## config.mk

```make
export PLATFORM = sky130hd
export DESIGN_NAME = pixel_serializer
export DESIGN_NICKNAME = d
export VERILOG_FILES = /design/src/rtl/gpu2d_pkg.sv /design/src/rtl/pixel_serializer.sv
export SDC_FILE = /design/constraint.sdc
export NUM_CORES = 1
export LEC_CHECK = 0
export CAP_MARGIN = 10
export CORE_ASPECT_RATIO = 0.9
export CORE_MARGIN = 2
export CORE_UTILIZATION = 30
export CTS_CLUSTER_SIZE = 25
export DETAILED_ROUTE_END_ITERATION = 12
export PLACE_DENSITY = 0.55
export SETUP_SLACK_MARGIN = 0.02
export SLEW_MARGIN = 20
export SYNTH_ARGS = -nofsm -noshare
export SYNTH_HDL_FRONTEND = slang
export SYNTH_SLANG_ARGS = --single-unit
```

## constraint.sdc

```tcl
create_clock -name clk -period 4.2 [get_ports clk]
set_input_delay 0.84 -clock clk [delete_from_list [all_inputs] [get_ports clk]]
set_output_delay 0.84 -clock clk [all_outputs]
set_load 0.02 [all_outputs]
```

## src/rtl/gpu2d_pkg.sv

```systemverilog
// Shared constants and types for the 2D pixel pipeline blocks.
package gpu2d_pkg;

  // Default parallel word width and per-beat width for the serializer.
  localparam int SER_WORD_W = 16;
  localparam int SER_OUT_W  = 1;

  // Serializer bit order; the encoding matches the MSB_FIRST parameter value.
  typedef enum logic {
    LSB_FIRST = 1'b0,
    MSB_FIRST = 1'b1
  } ser_order_e;

endpackage

```

## src/rtl/pixel_serializer.sv

```systemverilog
// Parallel-to-serial pixel word serializer with a one-word holding buffer.
// A shift stage emits OUT_W bits per beat; a second word can wait in the
// holding buffer so back-to-back words stream without idle beats.
module pixel_serializer
  import gpu2d_pkg::*;
#(
  parameter int WORD_W    = SER_WORD_W,
  parameter int OUT_W     = SER_OUT_W,
  parameter int MSB_FIRST = 0
) (
  input  logic              clk,
  input  logic              rst,
  input  logic              in_valid,
  output logic              in_ready,
  input  logic [WORD_W-1:0] in_data,
  output logic              out_valid,
  input  logic              out_ready,
  output logic [OUT_W-1:0]  out_data,
  output logic              out_first,
  output logic              out_last,
  output logic              idle
);

  localparam int BEATS = WORD_W / OUT_W;
  localparam int CNT_W = (BEATS > 1) ? $clog2(BEATS) : 1;
  localparam logic [CNT_W-1:0] LAST_CNT = CNT_W'(BEATS - 1);
  localparam ser_order_e ORDER = ser_order_e'(MSB_FIRST != 0);

  logic [WORD_W-1:0] shift_data;
  logic [CNT_W-1:0]  cnt;
  logic              shift_full;
  logic [WORD_W-1:0] hold_data;
  logic              hold_full;

  logic in_fire;
  logic out_fire;
  logic at_last;
  logic load_direct;

  assign in_ready  = !hold_full;
  assign out_valid = shift_full;
  assign in_fire   = in_valid && in_ready;
  assign out_fire  = out_valid && out_ready;
  assign at_last   = (cnt == LAST_CNT);
  assign out_first = shift_full && (cnt == '0);
  assign out_last  = shift_full && at_last;
  assign idle      = !shift_full && !hold_full;

  // in_fire already implies the holding buffer is empty, so an accepted word
  // bypasses it whenever the shift stage is empty or is finishing this edge.
  assign load_direct = in_fire && (!shift_full || (out_fire && at_last));

  // Present the beat at the emitting end; zero whenever no beat is live.
  always_comb begin
    out_data = '0;
    if (shift_full) begin
      if (ORDER == gpu2d_pkg::MSB_FIRST) begin
        out_data = shift_data[WORD_W-1 -: OUT_W];
      end else begin
        out_data = shift_data[OUT_W-1:0];
      end
    end
  end

  // Shift stage: advance one beat per output transfer, refill on the last beat.
  always_ff @(posedge clk or posedge rst) begin
    if (rst) begin
      shift_data <= '0;
      cnt        <= '0;
      shift_full <= 1'b0;
    end else if (out_fire) begin
      if (!at_last) begin
        if (ORDER == gpu2d_pkg::MSB_FIRST) begin
          shift_data <= shift_data << OUT_W;
        end else begin
          shift_data <= shift_data >> OUT_W;
        end
        cnt <= cnt + 1'b1;
      end else begin
        cnt <= '0;
        if (hold_full) begin
          shift_data <= hold_data;
        end else if (in_fire) begin
          shift_data <= in_data;
        end else begin
          shift_data <= '0;
          shift_full <= 1'b0;
        end
      end
    end else if (load_direct) begin
      shift_data <= in_data;
      cnt        <= '0;
      shift_full <= 1'b1;
    end
  end

  // Holding buffer: captures a word the shift stage cannot take yet.
  always_ff @(posedge clk or posedge rst) begin
    if (rst) begin
      hold_data <= '0;
      hold_full <= 1'b0;
    end else if (out_fire && at_last && hold_full) begin
      hold_data <= '0;
      hold_full <= 1'b0;
    end else if (in_fire && !load_direct) begin
      hold_data <= in_data;
      hold_full <= 1'b1;
    end
  end

endmodule

```

==> metrics, run 1 <==
status=finished, final reports clean; hold crit path type=flip-flop to flip-flop; die width=97.8 um; PostCTS Resize Cnt=0; Fin Hold WS=0.566 ns; Setup CP Type=flip-flop to output pin; LEAKAGE=1.10 nW; first-pass GRT wire length=11.6 mm; dpl hpwl=~4.3 mm; worst-path cell chain=and4bb_2 > clkdlybuf4s50_1; flops & latches, synth=38; Tcrit/Tclk final=0.672; WP buf/inv=1; syn nets=280; vias in the first global route=2093; FP Rows=30; # IOs=26; CP arrival=1.98 ns; CTS Buf Count=5; DRC viols=0; clock sink total=38; Finish-stage setup viols=0; RSZ-0062 raised after global routing=no; Top delay family on crit path=flip-flops; crit path launch type=flip-flop; H-Tree Depth=2; Final Util=0.365; Final Max Slew Viols=0; initial antenna violation count=0; first-pass detailed-route iteration total=4; Synth Cell Area=2380 um^2; Distinct cells, synth=40; Hold Vio Cnt, Final=0; Clock Skew=0.00979 ns; Comb pwr share=0.062; all-layer global routing usage=0.169; CP max stage delay=roughly 0.75 ns; area growth from synthesis to layout=17.0%; via/cell ratio=5.81; hold buffer count at CTS=0; critical path fanouts, max=17; Switching Fraction=0.214; max_slew headroom=0.478; TritonCTS clock tree=done; Antenna Nets Post-Route=0; Psw=around 0.18 mW; CP max-delay cell=dfrtp_1; Crit. End Element=output pin; syn_area_per_cell=9.21 um^2; Clock Latency Late Sink=0.30 ns; fmax=0.354 GHz; core area=around 7600 um^2; vias=2126; Initial Utilization=0.312; CP Data Required Time=~3.4 ns; fin crit period=about 2.8 ns; Power Density=approximately 300 nW/um^2; Clk pin slew, worst setup/hold paths=0.09 ns; Seq pwr share=0.459; die height=88.4 um; largest net degree at the start of global routing=between 40 and 50; Internal=around 0.66 mW; Placer Congestion=roughly 0.75; setup repair bufs after CTS=0; share of layout cells above drive strength 1=0.0852; port bufs=25; post-route total power=about 0.83 mW; setup TNS=0 ns; Seq/Total Area, Yosys=0.400; Initial DRC Count=176; most area-consuming cells after synthesis=dfrtp_1 (40%), o211ai_1 (9.2%), and3b_1 (4.8%); clock power share=0.479; Worst Max-Slew Pin Slew=0.780 ns; maxcap violations=0; Gate Count Post-Synth=between 200 and 300; grt total ovfl=0; post-synth top area cell=dfrtp_1; post-DR wirelength/cell=18.9 um; diode count=0; die area=just under 9000 um^2; Yosys top cell area share=0.400; WL final=between 6 and 7 mm; maximum clock path buffer count=2; Root Driver=clkbuf_8; fin nets=between 200 and 300; Syn. warnings=0; VDD IR-drop max=0.119 mV
==> layout by cell type, fill, tap and decap left out, drive strengths merged, types with 2 or more instances in the layout <==
master / count
nand3b: 2
clkdlybuf4s50: 25
nand2: 8
bufinv: 2
inv: 17
o221a: 3
o32a: 3
a21oi: 5
a211oi: 11
o211ai: 29
nand4: 4
nand3: 22
nor2: 7
o21ai: 4
and3b: 13
ha: 2
nor3b: 7
and2: 3
clkbuf: 6
nor3: 13
and3: 2
nor4: 12
buf: 8
nand2b: 2
dfrtp: 38
a2111oi: 12
==> tightest hold or removal path, cell delays in order, from the launching register on <==
cell and delay [ns]:
dfrtp_1 0.36, o211ai_1 0.09, o211ai_1 0.08
==> through the flow <==
stage               instances  area (um^2)  setup slack [ns]
floorplan                 258         2380              1.99
global placement          358         2640              1.47
detailed placement        358         2640              1.49
CTS                       366         2780              1.37
global route              366         2780              1.31
finish                    366         2780              1.38
==> power by group through the flow <==
stage	Sequential (mW)	Clock, mW	Combinational, mW
3_5_place_dp	0.390	0	0.0527
6_report	0.383	0.400	0.0519
5_1_grt	0.384	0.421	0.0569
2_1_floorplan	0.387	0	0.0227
3_3_place_gp	0.390	0	0.0526
4_1_cts	0.383	0.404	0.0529
==> Yosys cell counts (all sizes together) <==
| library cell | number |
|---|---|
| o211ai | 29 |
| nor2 | 7 |
| a2111oi | 12 |
| a211oi | 11 |
| and4bb | 1 |
| inv | 17 |
| a31oi | 1 |
| nor3 | 13 |
| nand3 | 22 |
| buf | 23 |
| nor3b | 7 |
| mux2 | 1 |
| a211o | 1 |
| and3b | 13 |
| or3b | 1 |
| nand2b | 2 |
| a21oi | 5 |
| mux2i | 1 |
| clkbuf | 6 |
| o221a | 3 |
| and2 | 3 |
| dfrtp | 38 |
| or3 | 1 |
| a22oi | 1 |
| a2bb2oi | 1 |
| o21ai | 4 |
| nor4 | 12 |
| ha | 2 |
| o32a | 3 |
| nand2 | 8 |
| nand4 | 4 |
| nand3b | 2 |
| and3 | 2 |
| a22o | 1 |
==> metal layers <==
layer | global-route usage | wire length, um | up-vias
met4 | 0.0391 | 34 | 0
met2 | 0.264 | 3040 | 74
met5 | 0 | 0 | -
met1 | 0.247 | 3430 | 1038
met3 | 0.0276 | 400 | 2
li1 | - | - | 1012
==> cell families after synthesis <==
logic type	synth area share
AO/OA/AOI/OAI	0.233
adder cells (fa/ha/maj)	0.0105
multiplexers	0.00895
AND/OR/NAND/NOR	0.249
buffers and inverters	0.0979
flip-flops	0.400
==> worst paths after layout <==
| check | from | slack (ns) | cells past startpoint | end |
|---|---|---|---|---|
| setup / recovery | out_valid | 1.38 | 2 | out_first |
| hold / removal | hold_data[8] | 0.57 | 2 | hold_data[8] |
| setup reg to reg | out_valid | 1.90 | 4 | hold_data[5] |
| hold reg to reg | hold_data[8] | 0.57 | 2 | hold_data[8] |
| max in group asynchronous | rst | 2.87 | 3 | hold_data[13] |
| min in group asynchronous | rst | 0.95 | 3 | out_valid |
==> flip-flops by register name, indices dropped and copies added, names as in the netlist <==
register and cells:
shift_data 16, hold_data 16, cnt 4, out_valid 1, hold_full 1
==> cell type report <==
type	count	area, um^2
Fill cell	776	4840
Multi-Input combinational cell	174	1190
Sequential cell	38	951
Timing Repair Buffer	33	310
Tap cell	96	120
Clock buffer	6	82.6
Inverter	17	63.8
Clock inverter	2	60.1
(Power assumes the default switching activity.)
==> run 2, diff against run 1 <==
==> constraint.sdc (replaced) <==
create_clock -name clk -period 2.9 [get_ports clk]
set_input_delay 0.58 -clock clk [delete_from_list [all_inputs] [get_ports clk]]
set_output_delay 0.58 -clock clk [all_outputs]
set_load 0.02 [all_outputs]
==> run 2 against run 1 <==
Compared with the run above:
- total power rose by 21%
- core utilization is 0.16 points higher
- flip-flop and latch count stayed put
- clock skew down 0.0055 ns
- via count is 1.1% lower
- wire length down 2.4%
- critical path depth rose by 2
- highest routed layer unchanged
==> metrics, run 2 (synthesis results as in run 1) <==
initial antenna violation count=0; RSZ-0062 raised after global routing=no; Fill cells=762; CP arrival=roughly 1.9 ns; dpl hpwl=4.55 mm; hold crit path type=flip-flop to flip-flop; Antenna Nets Post-Route=0; Worst Max-Slew Pin Slew=around 0.51 ns; Final Util=0.367; vias=2102; Crit. End Element=output pin; all-layer global routing usage=0.166; first-pass detailed-route iteration total=4; LEAKAGE=1.11 nW; PostCTS Resize Cnt=0; Initial Utilization=0.312; setup repair bufs after CTS=0; die area=between 8000 and 9000 um^2; CP Data Required Time=roughly 2.3 ns; setup ws final=0.403 ns; port bufs=25; critical path fanouts, max=5; Placer Congestion=0.783; fmax=0.400 GHz; Worst R2R Start=cnt[0]; H-Tree Depth=2; Final Max Slew Viols=0; fin crit period=roughly 2.5 ns; DRC viols=0; Clock Latency Late Sink=0.30 ns; first-pass GRT wire length=11.4 mm; maxcap violations=0; # IOs=26; clock sink total=38; Setup CP Type=flip-flop to output pin; Setup WS pre-CTS=around 0.57 ns; vias in the first global route=2117; die height=88.4 um; grt total ovfl=0; Worst Reg-to-Reg Cells=5; die width=just under 100 um; final cell count without fillers=roughly 370; area growth from synthesis to layout=17.5%; WL final=6.74 mm; diode count=0; crit path launch type=flip-flop; Hold Path Stages=2; Root Driver=clkbuf_8; status=finished, final reports clean; share of layout cells above drive strength 1=0.105; post-DR wirelength/cell=~18 um; CTS Buf Count=5; fin nets=299; Clk pin slew, worst setup/hold paths=0.08 ns; Power Density=361 nW/um^2; max_slew headroom=0.659; commonest non-fill, non-tap cell in the layout=dfrtp_1; core area=7620 um^2; CP startpoint=cnt[0]; VDD IR-drop max=roughly 0.13 mV; Hold Vio Cnt, Final=0; Tcrit/Tclk final=0.861; commonest non-fill, non-tap cells in the layout=dfrtp_1 (38), o211ai_1 (29), clkdlybuf4s50_1 (25), nand3_1 (21), inv_1 (17); via/cell ratio=5.65; Clock Skew=around 0.0043 ns; FP Rows=30; placed insts=between 300 and 400; largest net degree at the start of global routing=39; TritonCTS clock tree=done; worst hold start=hold_data[8]; maximum clock path buffer count=2; Finish-stage setup viols=0; hold buffer count at CTS=0; biggest regs=hold_data x16, shift_data x16, cnt x4; setup TNS=0 ns; Initial DRC Count=128
[run 2: cell count changes in the layout (fill, tap and decap cells not counted), sizes merged]
cell    change
buf         +8
bufinv      -2
[run 2: cell type report]
cell class	count	area, um^2	share of cell area
clock buffers	6	82.6	0.0296
inverters	17	63.8	0.0228
multi-input cells	174	1190	0.427
flip-flops and latches	38	951	0.341
well taps	96	120	0.0430
repair buffers	41	383	0.137
[run 2: final timing paths]
check | to | slack, ns
worst max-delay path | out_last | 0.40
worst min-delay path | hold_data[8] | 0.56
worst max register to register | hold_data[1] | 0.99
worst min register to register | hold_data[8] | 0.56
max in group asynchronous | shift_data[4] | 1.85
min in group asynchronous | hold_data[3] | 0.69
[run 2: worst max-delay path, cell delays in order, from the launching register on]
cell and delay [ns]:
dfrtp_1 0.37, ha_1 0.24, and3_1 0.23, and2_1 0.17
clkdlybuf4s50_1 0.62
[run 2: through the flow]
step	power, mW	hold WS, ns	area, um^2
6_report	1.01	0.556	2790
5_1_grt	1.05	0.591	2790
4_1_cts	1.02	0.565	2790
3_5_place_dp	0.639	0.545	2710
3_3_place_gp	0.640	0.536	2710
2_1_floorplan	0.594	0.497	2380
[run 2: where the power goes]
group          leakage (nW)  internal [mW]  switching [mW]
combinational         0.566         0.0397          0.0350
sequential            0.501          0.543          0.0104
clock                0.0431          0.184           0.196
total                  1.11          0.767           0.242
[run 2: routing by layer]
layer	wire, um	global-route usage	vias to the layer above
li1	-	-	1030
met1	3290	0.238	1009
met2	3010	0.250	56
met3	371	0.0411	7
met4	63	0.0505	0
met5	0	0	-
